## config.mk

```make
export PLATFORM = sky130hd
export DESIGN_NAME = boot_seq
export DESIGN_NICKNAME = d
export VERILOG_FILES = /design/src/rtl/boot_seq_pkg.sv /design/src/rtl/boot_seq_fifo.sv /design/src/rtl/boot_seq.sv
export SDC_FILE = /design/constraint.sdc
export NUM_CORES = 1
export LEC_CHECK = 0
export BUFFER_PORTS_ARGS = -buffer_cell sky130_fd_sc_hd__clkbuf_2
export CAP_MARGIN = 5
export CELL_PAD_IN_SITES_DETAIL_PLACEMENT = 1
export CELL_PAD_IN_SITES_GLOBAL_PLACEMENT = 2
export CORE_MARGIN = 1.5
export CORE_UTILIZATION = 40
export CTS_BUF_LIST = sky130_fd_sc_hd__clkbuf_4
export CTS_CLUSTER_SIZE = 20
export DETAILED_ROUTE_END_ITERATION = 6
export PLACE_DENSITY_LB_ADDON = 0.1
export SETUP_SLACK_MARGIN = 0.2
export SLEW_MARGIN = 20
export SYNTH_ARGS = -nofsm -noshare
export SYNTH_HDL_FRONTEND = slang
export SYNTH_SLANG_ARGS = --single-unit
```

## constraint.sdc

```tcl
create_clock -name clk -period 10.33 [get_ports clk]
set_input_delay 0.5165 -clock clk [delete_from_list [all_inputs] [get_ports clk]]
set_output_delay 0.5165 -clock clk [all_outputs]
set_load 0.01 [all_outputs]
```

## src/rtl/boot_seq_pkg.sv

```systemverilog
// rtl/boot_seq_pkg.sv - boot sequencer defaults and state encoding
package boot_seq_pkg;

  localparam int DEF_MEM_WORDS  = 256;
  localparam int DEF_OUT_DEPTH  = 32;
  localparam int DEF_MAX_CYCLES = 100000;
  localparam int DEF_RST_CYCLES = 2;

  typedef enum logic [2:0] {
    S_IDLE     = 3'd0,
    S_LOAD     = 3'd1,
    S_LOADED   = 3'd2,
    S_CORE_RST = 3'd3,
    S_RUN      = 3'd4,
    S_DONE     = 3'd5
  } state_e;

endpackage

```

## src/rtl/boot_seq_fifo.sv

```systemverilog
// rtl/boot_seq_fifo.sv - first-word fall-through capture FIFO with drop flag
module boot_seq_fifo #(
  parameter int WIDTH = 32,
  parameter int DEPTH = 32,
  localparam int AW = (DEPTH > 1) ? $clog2(DEPTH) : 1,
  localparam int CW = $clog2(DEPTH) + 1
) (
  input  logic             clk_i,
  input  logic             rstn_i,
  input  logic             clr_i,
  input  logic             push_i,
  input  logic [WIDTH-1:0] push_data_i,
  input  logic             pop_i,
  output logic [WIDTH-1:0] pop_data_o,
  output logic             empty_o,
  output logic [CW-1:0]    count_o,
  output logic             drop_o
);

  logic [WIDTH-1:0] mem_q [DEPTH];
  logic [AW-1:0]    wr_q, wr_d, rd_q, rd_d;
  logic [CW-1:0]    count_q, count_d;
  logic             full, do_push, do_pop;

  assign full    = (count_q == CW'(DEPTH));
  assign do_pop  = pop_i & (count_q != '0);
  // A pop in the same cycle frees the slot the push needs.
  assign do_push = push_i & (~full | do_pop);
  assign drop_o  = push_i & ~do_push;

  always_comb begin
    wr_d    = wr_q;
    rd_d    = rd_q;
    count_d = count_q;
    if (do_push) wr_d = (wr_q == AW'(DEPTH - 1)) ? '0 : wr_q + 1'b1;
    if (do_pop)  rd_d = (rd_q == AW'(DEPTH - 1)) ? '0 : rd_q + 1'b1;
    if (do_push && !do_pop)      count_d = count_q + 1'b1;
    else if (do_pop && !do_push) count_d = count_q - 1'b1;
  end

  always_ff @(posedge clk_i) begin
    if (!rstn_i || clr_i) begin
      wr_q    <= '0;
      rd_q    <= '0;
      count_q <= '0;
    end else begin
      wr_q    <= wr_d;
      rd_q    <= rd_d;
      count_q <= count_d;
    end
  end

  always_ff @(posedge clk_i) begin
    if (do_push) mem_q[wr_q] <= push_data_i;
  end

  assign pop_data_o = mem_q[rd_q];
  assign empty_o    = (count_q == '0);
  assign count_o    = count_q;

endmodule

```

## src/rtl/boot_seq.sv

```systemverilog
// rtl/boot_seq.sv - program loader, core reset/run sequencer and output capture
// Optional run watchdog enabled by defining BOOT_SEQ_TIMEOUT_EN.
module boot_seq
  import boot_seq_pkg::*;
#(
  parameter int MEM_WORDS  = DEF_MEM_WORDS,
  parameter int OUT_DEPTH  = DEF_OUT_DEPTH,
  parameter int MAX_CYCLES = DEF_MAX_CYCLES,
  parameter int RST_CYCLES = DEF_RST_CYCLES
) (
  input  logic                         clk,
  input  logic                         rst,
  input  logic                         ld_valid,
  output logic                         ld_ready,
  input  logic [31:0]                  ld_data,
  input  logic                         ld_last,
  input  logic                         start,
  output logic                         core_rst,
  output logic                         oob_wen,
  output logic [31:0]                  oob_wr_addr,
  output logic [31:0]                  oob_wr_data,
  input  logic [31:0]                  core_out,
  input  logic                         core_outen,
  input  logic                         core_halt,
  input  logic                         out_rd,
  output logic [31:0]                  out_data,
  output logic                         out_empty,
  output logic [$clog2(OUT_DEPTH):0]   out_count,
  output logic [2:0]                   state,
  output logic                         done,
  output logic                         timeout,
  output logic                         overflow,
  output logic [31:0]                  cycle_cnt
);

  localparam int IW = (MEM_WORDS > 1) ? $clog2(MEM_WORDS) : 1;

  state_e        state_q, state_d;
  logic [IW-1:0] idx_q, idx_d, beat_idx;
  logic [31:0]   rcnt_q, rcnt_d, cyc_q, cyc_d;
  logic          done_q, done_d, tmo_q, tmo_d, ovf_q, ovf_d;
  logic          wen_q, wen_d;
  logic [31:0]   waddr_q, waddr_d, wdata_q, wdata_d;
  logic          accept, fresh, fifo_clr, fifo_push, fifo_drop;

  assign ld_ready  = (state_q != S_CORE_RST) && (state_q != S_RUN);
  assign accept    = ld_valid & ld_ready;
  assign fresh     = (state_q != S_LOAD);
  assign beat_idx  = fresh ? '0 : idx_q;
  assign fifo_clr  = accept & fresh;
  assign fifo_push = (state_q == S_RUN) & core_outen;

  always_comb begin
    state_d = state_q;
    idx_d   = idx_q;
    rcnt_d  = rcnt_q;
    cyc_d   = cyc_q;
    done_d  = done_q;
    tmo_d   = tmo_q;
    ovf_d   = ovf_q;
    wen_d   = 1'b0;
    waddr_d = waddr_q;
    wdata_d = wdata_q;
    // A host beat outranks start, so a load always begins from a clean slate.
    if (accept) begin
      wen_d   = 1'b1;
      waddr_d = 32'(beat_idx);
      wdata_d = ld_data;
      idx_d   = (beat_idx == IW'(MEM_WORDS - 1)) ? beat_idx : beat_idx + 1'b1;
      state_d = (ld_last || beat_idx == IW'(MEM_WORDS - 1)) ? S_LOADED : S_LOAD;
      if (fresh) begin
        done_d = 1'b0;
        tmo_d  = 1'b0;
        ovf_d  = 1'b0;
        cyc_d  = '0;
      end
    end else begin
      case (state_q)
        S_LOADED, S_DONE: begin
          if (start) begin
            state_d = S_CORE_RST;
            rcnt_d  = '0;
            cyc_d   = '0;
            done_d  = 1'b0;
            tmo_d   = 1'b0;
          end
        end
        S_CORE_RST: begin
          if (rcnt_q == 32'(RST_CYCLES - 1)) state_d = S_RUN;
          else rcnt_d = rcnt_q + 1;
        end
        S_RUN: begin
          if (cyc_q != '1) cyc_d = cyc_q + 1;
          if (core_halt) begin
            state_d = S_DONE;
            done_d  = 1'b1;
          end
`ifdef BOOT_SEQ_TIMEOUT_EN
          else if (cyc_d == 32'(MAX_CYCLES)) begin
            state_d = S_DONE;
            done_d  = 1'b1;
            tmo_d   = 1'b1;
          end
`endif
        end
        default: ;
      endcase
    end
    if (fifo_drop) ovf_d = 1'b1;
  end

  always_ff @(posedge clk) begin
    if (!rst) begin
      state_q <= S_IDLE;
      idx_q   <= '0;
      rcnt_q  <= '0;
      cyc_q   <= '0;
      done_q  <= 1'b0;
      tmo_q   <= 1'b0;
      ovf_q   <= 1'b0;
      wen_q   <= 1'b0;
      waddr_q <= '0;
      wdata_q <= '0;
    end else begin
      state_q <= state_d;
      idx_q   <= idx_d;
      rcnt_q  <= rcnt_d;
      cyc_q   <= cyc_d;
      done_q  <= done_d;
      tmo_q   <= tmo_d;
      ovf_q   <= ovf_d;
      wen_q   <= wen_d;
      waddr_q <= waddr_d;
      wdata_q <= wdata_d;
    end
  end

`ifndef BOOT_SEQ_TIMEOUT_EN
  logic unused_max_cycles;
  assign unused_max_cycles = ^MAX_CYCLES;
`endif

  boot_seq_fifo #(.WIDTH(32), .DEPTH(OUT_DEPTH)) u_fifo (
    .clk_i       (clk),
    .rstn_i      (rst),
    .clr_i       (fifo_clr),
    .push_i      (fifo_push),
    .push_data_i (core_out),
    .pop_i       (out_rd),
    .pop_data_o  (out_data),
    .empty_o     (out_empty),
    .count_o     (out_count),
    .drop_o      (fifo_drop)
  );

  assign core_rst    = (state_q != S_RUN);
  assign oob_wen     = wen_q;
  assign oob_wr_addr = waddr_q;
  assign oob_wr_data = wdata_q;
  assign state       = state_q;
  assign done        = done_q;
  assign timeout     = tmo_q;
  assign overflow    = ovf_q;
  assign cycle_cnt   = cyc_q;

endmodule
```

---- Word-level counts from Yosys, hierarchy flattened ----
Memory sizes are Yosys's and may differ from the RTL's. A register that Yosys moved wholly into a read port is not among the register bits.
Cells that the tools add are included.
cells by class
  $add $sub $neg .......................... 7
  multiply operators ...................... 0
  divide/modulo/power cells ............... 0
  magnitude comparators ................... 0
  equal/unequal tests ..................... 20
  shift-type cells ........................ 0
  mux-type cells .......................... 33
  bitwise operators ....................... 10
  reductions and logical operators ........ 25
operator list
  operator                                                           number
  32-bit two-way mux                                                 5
  32-bit one-hot mux with 2 select lines                             2
  32-bit by 1-bit adder with 32-bit output (second input constant)   2
  32-bit by 1-bit == test with 1-bit output (second input constant)  1
  32-bit inequality test (second input constant)                     1
  5-bit two-way mux                                                  4
  8-bit two-way mux                                                  2
  4-bit AND reduction                                                4
  3-bit two-way mux                                                  4
  6-bit two-way mux                                                  2
  3-bit inequality test (second input constant)                      4
  2-bit nonzero test                                                 6
  1-bit two-way mux                                                  11
  5-bit by 1-bit adder with 5-bit output (second input constant)     2
  5-bit == test (second input constant)                              2
  3-bit one-hot mux with 3 select lines                              1
  8-bit by 1-bit adder with 8-bit output (second input constant)     1
  8-bit == test (second input constant)                              1
  6-bit by 1-bit adder with 6-bit output (second input constant)     1
  1-bit bitwise AND                                                  6
  3-bit by 2-bit == test with 1-bit output (second input constant)   2
  3-bit == test (second input constant)                              2
  6-bit == test (second input constant)                              1
  6-bit logical NOT                                                  1
  other kinds (18)                                                   27
storage, ports and cells
  bits in registers ....................... 135
  latch bits .............................. 0
  bits in writable memories ............... 1,024
  ROM bits ................................ 0
  input port bits ......................... 72
  logic and storage cells ................. 109
  memories kept ........................... 1
memory list
  name          words  width  rd ports  clocked after Yosys merged registers in  write ports  RTL line             text
  u_fifo.mem_q  32     32     1         1                                        1            boot_seq_fifo.sv:20  logic [WIDTH-1:0] mem_q [DEPTH];

---- Longest topological paths before layout ----
Gate-level depths: netlist (run 1).
  depth after elaboration ................. 8
  depth in mapped cells ................... 12
  gate-level depth less buffers ........... 11

---- Cells and area by module ----
From an unflattened synthesis (run 1), not the netlist that was laid out.
second synthesis, totals
  cells, all modules ...................... 2,775
  area, all modules ....................... 46,183.0 µm²
by module, submodules not included
  module         instances  cells an instance  area an instance (µm²)
  boot_seq_fifo  1          2,058              40,438.8
  boot_seq       1          717                5,744.3

---- Worst setup path before layout (run 1) ----
No wires, ideal clock.
  path type ............................... register to register
  start point ............................. register u_fifo.count_q[1], in the netlist u_fifo.count_o[1]
  end point ............................... register u_fifo.count_q[5], in the netlist u_fifo.count_o[5]
  setup time .............................. 0.058 ns
  arrival ................................. 3.296 ns
  setup slack ............................. 6.975 ns
  cell stages (with the launch flop) ...... 12
  clock period less this slack ............ 3.355 ns
  cells stage by stage .................... dfxtp_1 -> or4_1 -> o31ai_1 -> inv_1 -> ha_1 -> inv_1 -> ha_1 -> a21o_1 -> a21oi_1 -> o21ai_0 -> a311o_1 -> nand2_1
on the way
  word-level cells in the longest chain between the ends .. 7
  elaborated cells on any way between the ends .. 15
  those cells by class .................... 2 x add/sub; 1 x eq/ne; 2 x mux; 4 x bitwise; 6 x reduce/logical
RTL lines
  what                                                        RTL line                                  text
  start, declared                                             boot_seq_fifo.sv:22                       logic [CW-1:0] count_q, count_d;
  start signal, assigned                                      boot_seq_fifo.sv:49                       count_q <= count_d;
  6-bit nonzero test / 6-bit == test (equally long branches)  boot_seq_fifo.sv:26, boot_seq_fifo.sv:25
  1-bit bitwise AND / 1-bit inverter (equally long branches)  boot_seq_fifo.sv:26, boot_seq_fifo.sv:28
  1-bit bitwise OR *                                          boot_seq_fifo.sv:28                       assign do_push = push_i & (~full | do_pop);
  1-bit bitwise AND *                                         boot_seq_fifo.sv:28
  via u_fifo.do_push                                          boot_seq_fifo.sv:23                       logic full, do_push, do_pop;
  1-bit logical NOT                                           boot_seq_fifo.sv:38                       else if (do_pop && !do_push) count_d = count_q - 1'b1;
  1-bit logical AND                                           boot_seq_fifo.sv:38
  2-bit nonzero test (no line)                                --
The timed path passes the listed nets; every way through them passes the cells marked *. The select of a mux whose other input is x is not followed.
A chain may end at the register's enable or synchronous reset.

==> results summary, run 1 <==
The run finished with clean final reports. The worst vdd rail ir drop came out at 0.1009 mV. The end of the worst register-to-register path is u_fifo.mem_q[18][6].

Of all flip-flops after synthesis, the portion carrying an async set or reset was 0. The die is 340.8 microns wide. The internal cell power came out at 7.989 mW. 216 I/O pins were placed. The static leakage power came out at 17.27 nW. Routability-driven placement finished with a final weighted congestion of 0.7294. The clock-pin slew of the registers on the worst-case setup and hold paths came out at approximately 60 ps. In this run the worst setup path terminates at out_data[18].

The part of the total power dissipated in combinational logic came out at 0.121. The number of flip-flops and latches in the synthesized netlist is 1163. The library cell with the largest summed area after synthesis is sky130_fd_sc_hd__edfxtp_1. Across the routed clock network, the largest skew measured is 59.46 ps. The die boundary height came out at 340.8 microns.

The first-pass GRT wire length came out at 181100 microns. The slowest stage of the critical path is the sky130_fd_sc_hd__dfxtp_4 cell. Compared with the post-synthesis result, the final layout area differs by 17.82%. The total CTS buffers came out at 327. The count of flip-flops with a built-in enable after synthesis came out at 1024.

The number of library cell types mapped by synthesis is 66. Of the post-synthesis cell area, the dominant cell type holds 0.6737. The number of gates resized after cts is 0. The final total negative setup slack is 0 ps. The final hold violation count is 0. The highest achievable clock rate came out at 181.5 MHz. The final clock period utilization by the worst path is 0.5335. For this block, the routed nets add up to 122200 microns of wire. The fill cell total of the finished layout is 10760. The detail-routed net length per standard cell came out at ~26 microns. The core box area came out at 112800 sq um. The total count of max-transition violations in the final report came out at 0.

The total design power came out at 10.59 mW. The final setup violation count is 0. After global routing the overflow that remains totals 0. The number of global-route vias before repair came to ~27000.

The buffer cell driving the clock tree root is sky130_fd_sc_hd__clkbuf_4. The pre-antenna-repair detailed-routing pass consisted of 5 iterations. Summing every instance area after synthesis gives 45640 sq um. The detailed-route DRC error count came out at 0. At the end of the flow the core is filled with cells to 0.4767. Setup repair after global routing left no endpoint under its margin. Along the worst path, the maximum fanout reaches 55. The share of post-route cells with drive strength above 1 came out at 0.3690. The post-detailed-route via-to-cell ratio came out at approximately 5.4. The die covers 116100 sq um.

The cell count after synthesis came out at 2323. The starting density of the core is 0.4046. The number of cells on the worst reg-to-reg path came out at 6. The sequential-to-total area share from yosys stat came out at 0.7346.

The clock tree from TritonCTS is built. Of the total power, the share spent switching nets is 0.2457. The maximum level of the CTS H-tree is 5. The longest clock path from root to sink contains 4 buffers. The critical path goes through buf_4, buf_4, buf_16, mux4_2, mux4_2, mux2_2, clkbuf_2. The worst register-to-register path begins at state[2]. The register-to-register setup slack came out at between 6000 and 7000 ps. The detail route stage leaves a number of antenna-violating nets equal to 0. The count of buffers added on input and output ports is 190. The predominant post-synthesis flop cell is sky130_fd_sc_hd__edfxtp_1.

The count of yosys warnings during synthesis is 0. Entering global routing, the biggest net connects between 60 and 70 pins. The fraction of power consumed by sequential logic is 0.490.

In this run the power density over the cells is 196.9 nW/um^2. The detailed-route via count came out at between 20000 and 30000. STA classifies the critical path startpoint as a register. The clock reaches the later pin of the worst-skew pair after roughly 1100 ps. The signal arrival time at the worst endpoint is 4990 ps. The violation count after the first detailed-route iteration is 1638. The delay of the slowest cell on the worst path came out at between 1000 and 1500 ps. The reported max-cap violation count is 0. The path category of the worst min-delay check is primary input to register.

The number of antenna violations at the first check in global routing was 6. The analysis attributes to net switching a power of 2.602 mW. The required time of the critical path came out at 9810 ps. The HPWL after detailed placement is 66240 microns. The number of cell rows came out at approximately 120. The critical path start-end classification is register to primary output.

Measured against its own limit, the worst slew margin works out to 0.2684. The kind of end point of the critical path is a primary output. The smallest clock period supported by the final layout is computed as around 5500 ps. Of the total power, the clock network draws 0.389. The number of sinks on the clock net came out at between 1000 and 1500. The average footprint of a synthesized cell is 19.65 sq um. At the pin with the least slew margin, the transition time is 1083 ps.

Ranked by total cell area, the synthesized netlist is headed by sky130_fd_sc_hd__edfxtp_1, sky130_fd_sc_hd__mux4_2, sky130_fd_sc_hd__dfxtp_1. The global-route total usage across every layer is 0.2138. The number of nets in the layout is between 2000 and 3000.
[through the flow]
step / std cells / hold slack [ps] / cell area, sq um / setup slack, ps
after floorplan: 2347 / 452.0 / 45730 / 6975
after global placement: 3945 / 450.0 / 48550 / 5691
after detailed placement: 3946 / 459.4 / 48580 / 5777
after CTS: 4622 / 94.13 / 53750 / 4457
after global routing: 4623 / 89.44 / 53780 / 4561
final: 4624 / 151.7 / 53780 / 4819
[cell families (layout without fill, tap and decap cells)]
logic type | Yosys count | in the layout | synth area share
DFF | 1163 | 1163 | 0.7346
buffers and inverters | 164 | 939 | 0.01620
and+or+nand+nor | 404 | 404 | 0.04624
xor gates and xnor gates | 20 | 20 | 0.003838
muxes | 358 | 358 | 0.1671
other | 1 | 27 | 0.00008216
AOI/OAI and AO/OA | 196 | 196 | 0.02706
adders and majority gates | 17 | 17 | 0.004825
[power by group through the flow]
stage | clock network (mW) | registers (mW) | logic (mW)
finish | 4.12 | 5.19 | 1.28
global route | 4.50 | 5.20 | 1.39
CTS | 4.27 | 5.20 | 1.31
detailed placement | 0 | 5.30 | 1.26
global placement | 0 | 5.29 | 1.25
floorplan | 0 | 5.27 | 0.893
[worst max-delay path: cells and delay by family (launching register included)]
kind / cells / cell delay [ps]
mux: 3 / 1200
buf+inv: 4 / 1540
flops: 1 / 1040
[cells in the mapped netlist (2+ instances only)]
cell type and count:
sky130_fd_sc_hd__a2111oi_0 3, sky130_fd_sc_hd__a211oi_1 5, sky130_fd_sc_hd__a21boi_0 37, sky130_fd_sc_hd__a21o_1 4, sky130_fd_sc_hd__a21oi_1 61, sky130_fd_sc_hd__a31oi_1 2
sky130_fd_sc_hd__and2_1 14, sky130_fd_sc_hd__and3_1 14, sky130_fd_sc_hd__and4_1 10, sky130_fd_sc_hd__buf_1 22, sky130_fd_sc_hd__buf_2 19, sky130_fd_sc_hd__buf_4 26
sky130_fd_sc_hd__clkbuf_1 75, sky130_fd_sc_hd__clkbuf_2 2, sky130_fd_sc_hd__dfxtp_1 139, sky130_fd_sc_hd__edfxtp_1 1024, sky130_fd_sc_hd__ha_1 16, sky130_fd_sc_hd__inv_1 19
sky130_fd_sc_hd__mux2_2 32, sky130_fd_sc_hd__mux2i_1 6, sky130_fd_sc_hd__mux4_2 320, sky130_fd_sc_hd__nand2_1 126, sky130_fd_sc_hd__nand2b_1 4, sky130_fd_sc_hd__nand3_1 37
sky130_fd_sc_hd__nand3b_1 6, sky130_fd_sc_hd__nand4_1 23, sky130_fd_sc_hd__nor2_1 64, sky130_fd_sc_hd__nor2b_1 8, sky130_fd_sc_hd__nor3_1 12, sky130_fd_sc_hd__nor3b_1 4
sky130_fd_sc_hd__nor4_1 12, sky130_fd_sc_hd__nor4b_1 2, sky130_fd_sc_hd__nor4bb_1 2, sky130_fd_sc_hd__o211ai_1 12, sky130_fd_sc_hd__o21a_1 2, sky130_fd_sc_hd__o21ai_0 40
sky130_fd_sc_hd__o31ai_1 17, sky130_fd_sc_hd__or2_2 4, sky130_fd_sc_hd__or3_1 25, sky130_fd_sc_hd__or4_1 27, sky130_fd_sc_hd__or4_2 2, sky130_fd_sc_hd__or4b_2 2
sky130_fd_sc_hd__xnor2_1 16, sky130_fd_sc_hd__xor2_1 4
[sequential cells by signal (all words and copies together), names as in the netlist, 3 cells and up, named ones only]
signal and flops:
state 3, oob_wr_data 32, idx_q 8, u_fifo.rd_q 5
rcnt_q 32, u_fifo.mem_q 1024, u_fifo.wr_q 5, u_fifo.count_o 6
cycle_cnt 32, oob_wr_addr 8
[worst min-delay path by stage]
stage,from,to,cells past startpoint
finish,core_outen,u_fifo.wr_q[0],5
global route,core_outen,u_fifo.wr_q[0],5
CTS,core_halt,done,4
detailed placement,oob_wr_data[7],oob_wr_data[7],2
global placement,oob_wr_addr[3],oob_wr_addr[3],2
floorplan,rcnt_q[31],rcnt_q[31],2
[layout by cell type (no fill, tap or decap), types with 27 or more instances in the layout]
| master | count |
|---|---|
| sky130_fd_sc_hd__nand3_1 | 36 |
| sky130_fd_sc_hd__nor2_1 | 32 |
| sky130_fd_sc_hd__clkbuf_4 | 471 |
| sky130_fd_sc_hd__a21boi_0 | 37 |
| sky130_fd_sc_hd__o21ai_0 | 40 |
| sky130_fd_sc_hd__buf_4 | 50 |
| sky130_fd_sc_hd__clkinv_1 | 62 |
| sky130_fd_sc_hd__a21oi_1 | 61 |
| sky130_fd_sc_hd__dfxtp_1 | 134 |
| sky130_fd_sc_hd__edfxtp_1 | 1024 |
| sky130_fd_sc_hd__mux4_2 | 320 |
| sky130_fd_sc_hd__nand2_1 | 125 |
| sky130_fd_sc_hd__clkbuf_2 | 190 |
| sky130_fd_sc_hd__mux2_2 | 32 |
| sky130_fd_sc_hd__dlygate4sd3_1 | 115 |
| sky130_fd_sc_hd__or4_1 | 27 |
| sky130_fd_sc_hd__nor2_4 | 32 |
[area by class of cell]
type	count	area (sq um)	share of cell area
Timing Repair Buffer	358	2527	0.04700
Clock buffer	471	3536	0.06575
Multi-Input combinational cell	1020	11730	0.2180
Clock inverter	90	485.5	0.009027
Tap cell	1500	1877	0.03490
Inverter	20	75.07	0.001396
Antenna cell	2	5.005	0.00009306
Sequential cell	1163	33550	0.6238
[routing by layer]
layer	vias to the layer above	wire length, microns	GRT usage
li1	10860	-	-
met1	13200	50860	0.2727
met2	772	62210	0.3598
met3	163	7163	0.05682
met4	6	1977	0.06130
met5	-	34	0
[timing repair]
item | 4_1_cts | 5_1_grt
hold endpoints to repair | 1016 | 0
setup buffers | 0 | 0
hold buffers | 115 | 0
Note: power is estimated with default switching activity, not from simulation.
==> run 2: changes to the inputs <==
- clock period: 10.33 -> 5.5 ns (I/O delays scaled with it)
==> run 2 against run 1 <==
Compared with the run above: sequential share of layout area fell by 0.89 points; clock skew rose by 7.3 ps; first-iteration DRC count rose by 0.12%; routed wire length rose by 0.55%; die area did not move; register-to-register slack got worse by 4700 ps; sequential power rose by 88%; utilization rose by 0.69 points; clock power rose by 80%; via count rose by 1.2%; cell area rose by 1.4%; combinational power rose by 110%; critical endpoint is now out_data[3]; largest cell class unchanged; largest power group unchanged.
==> results summary, run 2 (synthesis gave the netlist of run 1 again) <==
The critical path startpoint category was a register (unchanged). The top-level port count was 216 (unchanged). The required time of the critical path came out at 5220 ps (was 9810 ps). Commonest cells after routing, fill and taps aside: sky130_fd_sc_hd__edfxtp_1, sky130_fd_sc_hd__clkbuf_4, sky130_fd_sc_hd__mux4_2, sky130_fd_sc_hd__clkbuf_2, sky130_fd_sc_hd__dlygate4sd3_1 (was sky130_fd_sc_hd__edfxtp_1, sky130_fd_sc_hd__clkbuf_4, sky130_fd_sc_hd__mux4_2, sky130_fd_sc_hd__clkbuf_2, sky130_fd_sc_hd__dfxtp_1). The signal arrival time at the worst endpoint is 4130 ps (was 4990 ps). In the finished design, the share of the clock period the worst path needs comes to 0.8016. The power per cell area came to 364.6 nW/um^2 (was 196.9 nW/um^2). The number of sinks on the clock net is 1163 (unchanged).

The largest net degree at the start of global routing came to 65 (was 67). The area of the die is 116100 sq um (unchanged). The total CTS buffers is 322 (was 327). The die width was 340.8 microns (unchanged).

The HPWL after detailed placement came to 75350 microns (was 66240 microns). The total design power is 19.89 mW (was 10.59 mW). The area taken by flip-flops and latches came out at 33550 sq um (unchanged). The routability-driven placement congestion ratio is 0.7998 (was 0.7294). The worst vdd rail ir drop came out at 0.1550 mV (was 0.1009 mV). The clock-pin slew of the registers on the worst-case setup and hold paths is 70 ps (was 60 ps). Critical-path cell list: buf_12, mux4_2, mux4_2, mux2_2, clkbuf_2 (was buf_4, buf_4, buf_16, mux4_2, mux4_2, mux2_2, clkbuf_2). The violation count after the first detailed-route iteration was 1640 (was 1638). The post-detailed-route count of antenna-violating nets is 0 (unchanged). The source-to-sink clock delay at the later pin of the worst-skew pair came to 1160 ps (was 1110 ps). The post-route minimum period came out at 4409 ps. The final hold violation count came out at 0 (unchanged). The actual slew at the worst max-slew pin is 1079 ps (was 1083 ps).

The flip-flop count of the largest register, all copies and words added is 1024 (unchanged). The first-pass GRT wire length is 182900 microns (was 181100 microns). The buffer cell driving the clock tree root is sky130_fd_sc_hd__clkbuf_4 (unchanged). Outcome: finished clean (unchanged). The die boundary height came out at 340.8 microns (unchanged). The peak fanout along the critical path came to 64 (was 55). The cell occurring most often along the worst timing path is sky130_fd_sc_hd__mux4_2. The clock tree buffer depth is 4 (unchanged). The global-route total usage across every layer came out at 0.2148 (was 0.2138). The fill cell total of the finished layout came to 10600 (was 10760). The worst setup slack after layout is 1091 ps (was 4819 ps).

The detailed-route DRC error count came out at 0 (unchanged). The number of standard cells in the layout, taps in and fillers out came out at 4669 (was 4624). Setup repair after global routing missed its margin: false (unchanged).

The register containing the most flip-flops in the final layout is u_fifo.mem_q (unchanged). The remaining max-slew budget at the tightest pin is 0.2790 (was 0.2684). The area of the multi-input gates was 11720 sq um (was 11730 sq um).

The most common cell after layout, fill and taps aside is sky130_fd_sc_hd__edfxtp_1 (unchanged). The count of input and output buffers came out at 190 (unchanged). The global route total overflow came to 0 (unchanged). The number of antenna violations at the first check in global routing came out at 9 (was 6).

The cell with the largest stage delay on the worst path is sky130_fd_sc_hd__dfxtp_4 (unchanged). The layout overhead on the synthesized area is 19.52% (was 17.82%). The post-detailed-route via-to-cell ratio came to 5.420 (was 5.407). The core box area was 112800 sq um (unchanged). The delay of the slowest cell on the worst path came to 680 ps (was 1040 ps).

The final setup violation count is 0 (unchanged). The kind of cell adding the most delay to the critical path was multiplexers (was buffers and inverters). The starting density of the core came out at 0.4046 (unchanged).

The count of hold-fix buffers inserted at cts was 182 (was 115). The kind of end point of the critical path is a primary output (unchanged). The final total negative setup slack is 0 ps (unchanged).

The setup skew after layout came out at 66.72 ps (was 59.46 ps). The wire length reported by the detailed router came out at 122900 microns (was 122200 microns). The number of buffers and inverters on the critical path came out at 2 (was 4). The total count of max-transition violations in the final report came out at 0 (unchanged). The maximum level of the CTS H-tree is 5 (unchanged). The worst setup timing slack at the placement stage is 1387 ps (was 5777 ps). The number of global-route vias before repair was 27670 (was 27330). The critical path start-end classification is register to primary output (unchanged). Based on the critical path, the design can be clocked at up to roughly 230 MHz. The share of post-route cells with drive strength above 1 was 0.3607 (was 0.3690). The path category of the worst min-delay check is primary input to register (unchanged). The post-CTS setup buffer count is 0 (unchanged).

The detail-routed net length per standard cell was 26.33 microns (was 26.44 microns). The detailed-route via count came to 25300 (was 25000). The number of cell rows is 123 (unchanged). The reported max-cap violation count came out at 0 (unchanged). The number of gates resized after cts came out at 0 (unchanged). The number of detailed-route iterations in the first pass is 5 (unchanged).

The number of nets in the layout came to 3050 (was 2979). The clock tree from TritonCTS is built (unchanged). The static leakage power came out at 17.50 nW (was 17.27 nW).

The number of placed instances with taps included came to 3948 (was 3946).
-- run 2: cell count changes in the layout (fill, tap and decap cells not counted), sizes merged --
cell,delta
buf,+9
bufinv,-2
clkbuf,-11
clkinv,-18
diode,+1
dlygate4sd3,+67
inv,-1
-- run 2: final cells by class --
type / count / share of cell area
Antenna cell: 3 / 0.0001376
Clock buffer: 460 / 0.06330
Clock inverter: 69 / 0.006399
Inverter: 20 / 0.001376
Multi-Input combinational cell: 1020 / 0.2148
Sequential cell: 1163 / 0.6150
Tap cell: 1500 / 0.03440
Timing Repair Buffer: 434 / 0.06459
-- run 2: final timing paths --
path	slack, ps	cells after the start	start	endpoint
setup / recovery	1090	5	register	out_data[3]
hold / removal	190	4	ld_valid	oob_wr_addr[0]
setup reg to reg	1460	6	state[2]	u_fifo.mem_q[8][15]
hold reg to reg	460	2	oob_wr_addr[3]	oob_wr_addr[3]
-- run 2: worst reg2reg max path, delay by kind of cell, from the launching register on --
| family | cells | cell delay, ps |
|---|---|---|
| and+or+nand+nor | 3 | 2140 |
| buffers and inverters | 2 | 710 |
| DFF | 1 | 500 |
| AOI/OAI and AO/OA | 1 | 370 |
-- run 2: per-layer routing --
| layer | global-route usage | wire length, microns | part of all wire | up-vias |
|---|---|---|---|---|
| met4 | 0.06056 | 1973 | 0.016 | 0 |
| li1 | - | - | - | 10980 |
| met1 | 0.2871 | 52930 | 0.43 | 13420 |
| met2 | 0.3511 | 60590 | 0.49 | 756 |
| met3 | 0.05219 | 7428 | 0.060 | 153 |
| met5 | 0 | 0 | 0 | - |
-- run 2: per-stage QoR --
step	utilization	area [sq um]	hold slack [ps]
after detailed placement	0.4322	48750	453.4
after CTS	0.4820	54380	37.02
after global placement	0.4315	48670	452.3
final	0.4836	54550	186.7
after global routing	0.4836	54550	121.6
after floorplan	-	45730	373.9
-- run 2: power breakdown --
group	internal, mW	switching (mW)	leakage, nW
Clock	3.95	3.48	2.31
Sequential	9.66	0.109	10.3
Combinational	1.28	1.42	4.86
Total	14.9	5.00	17.5
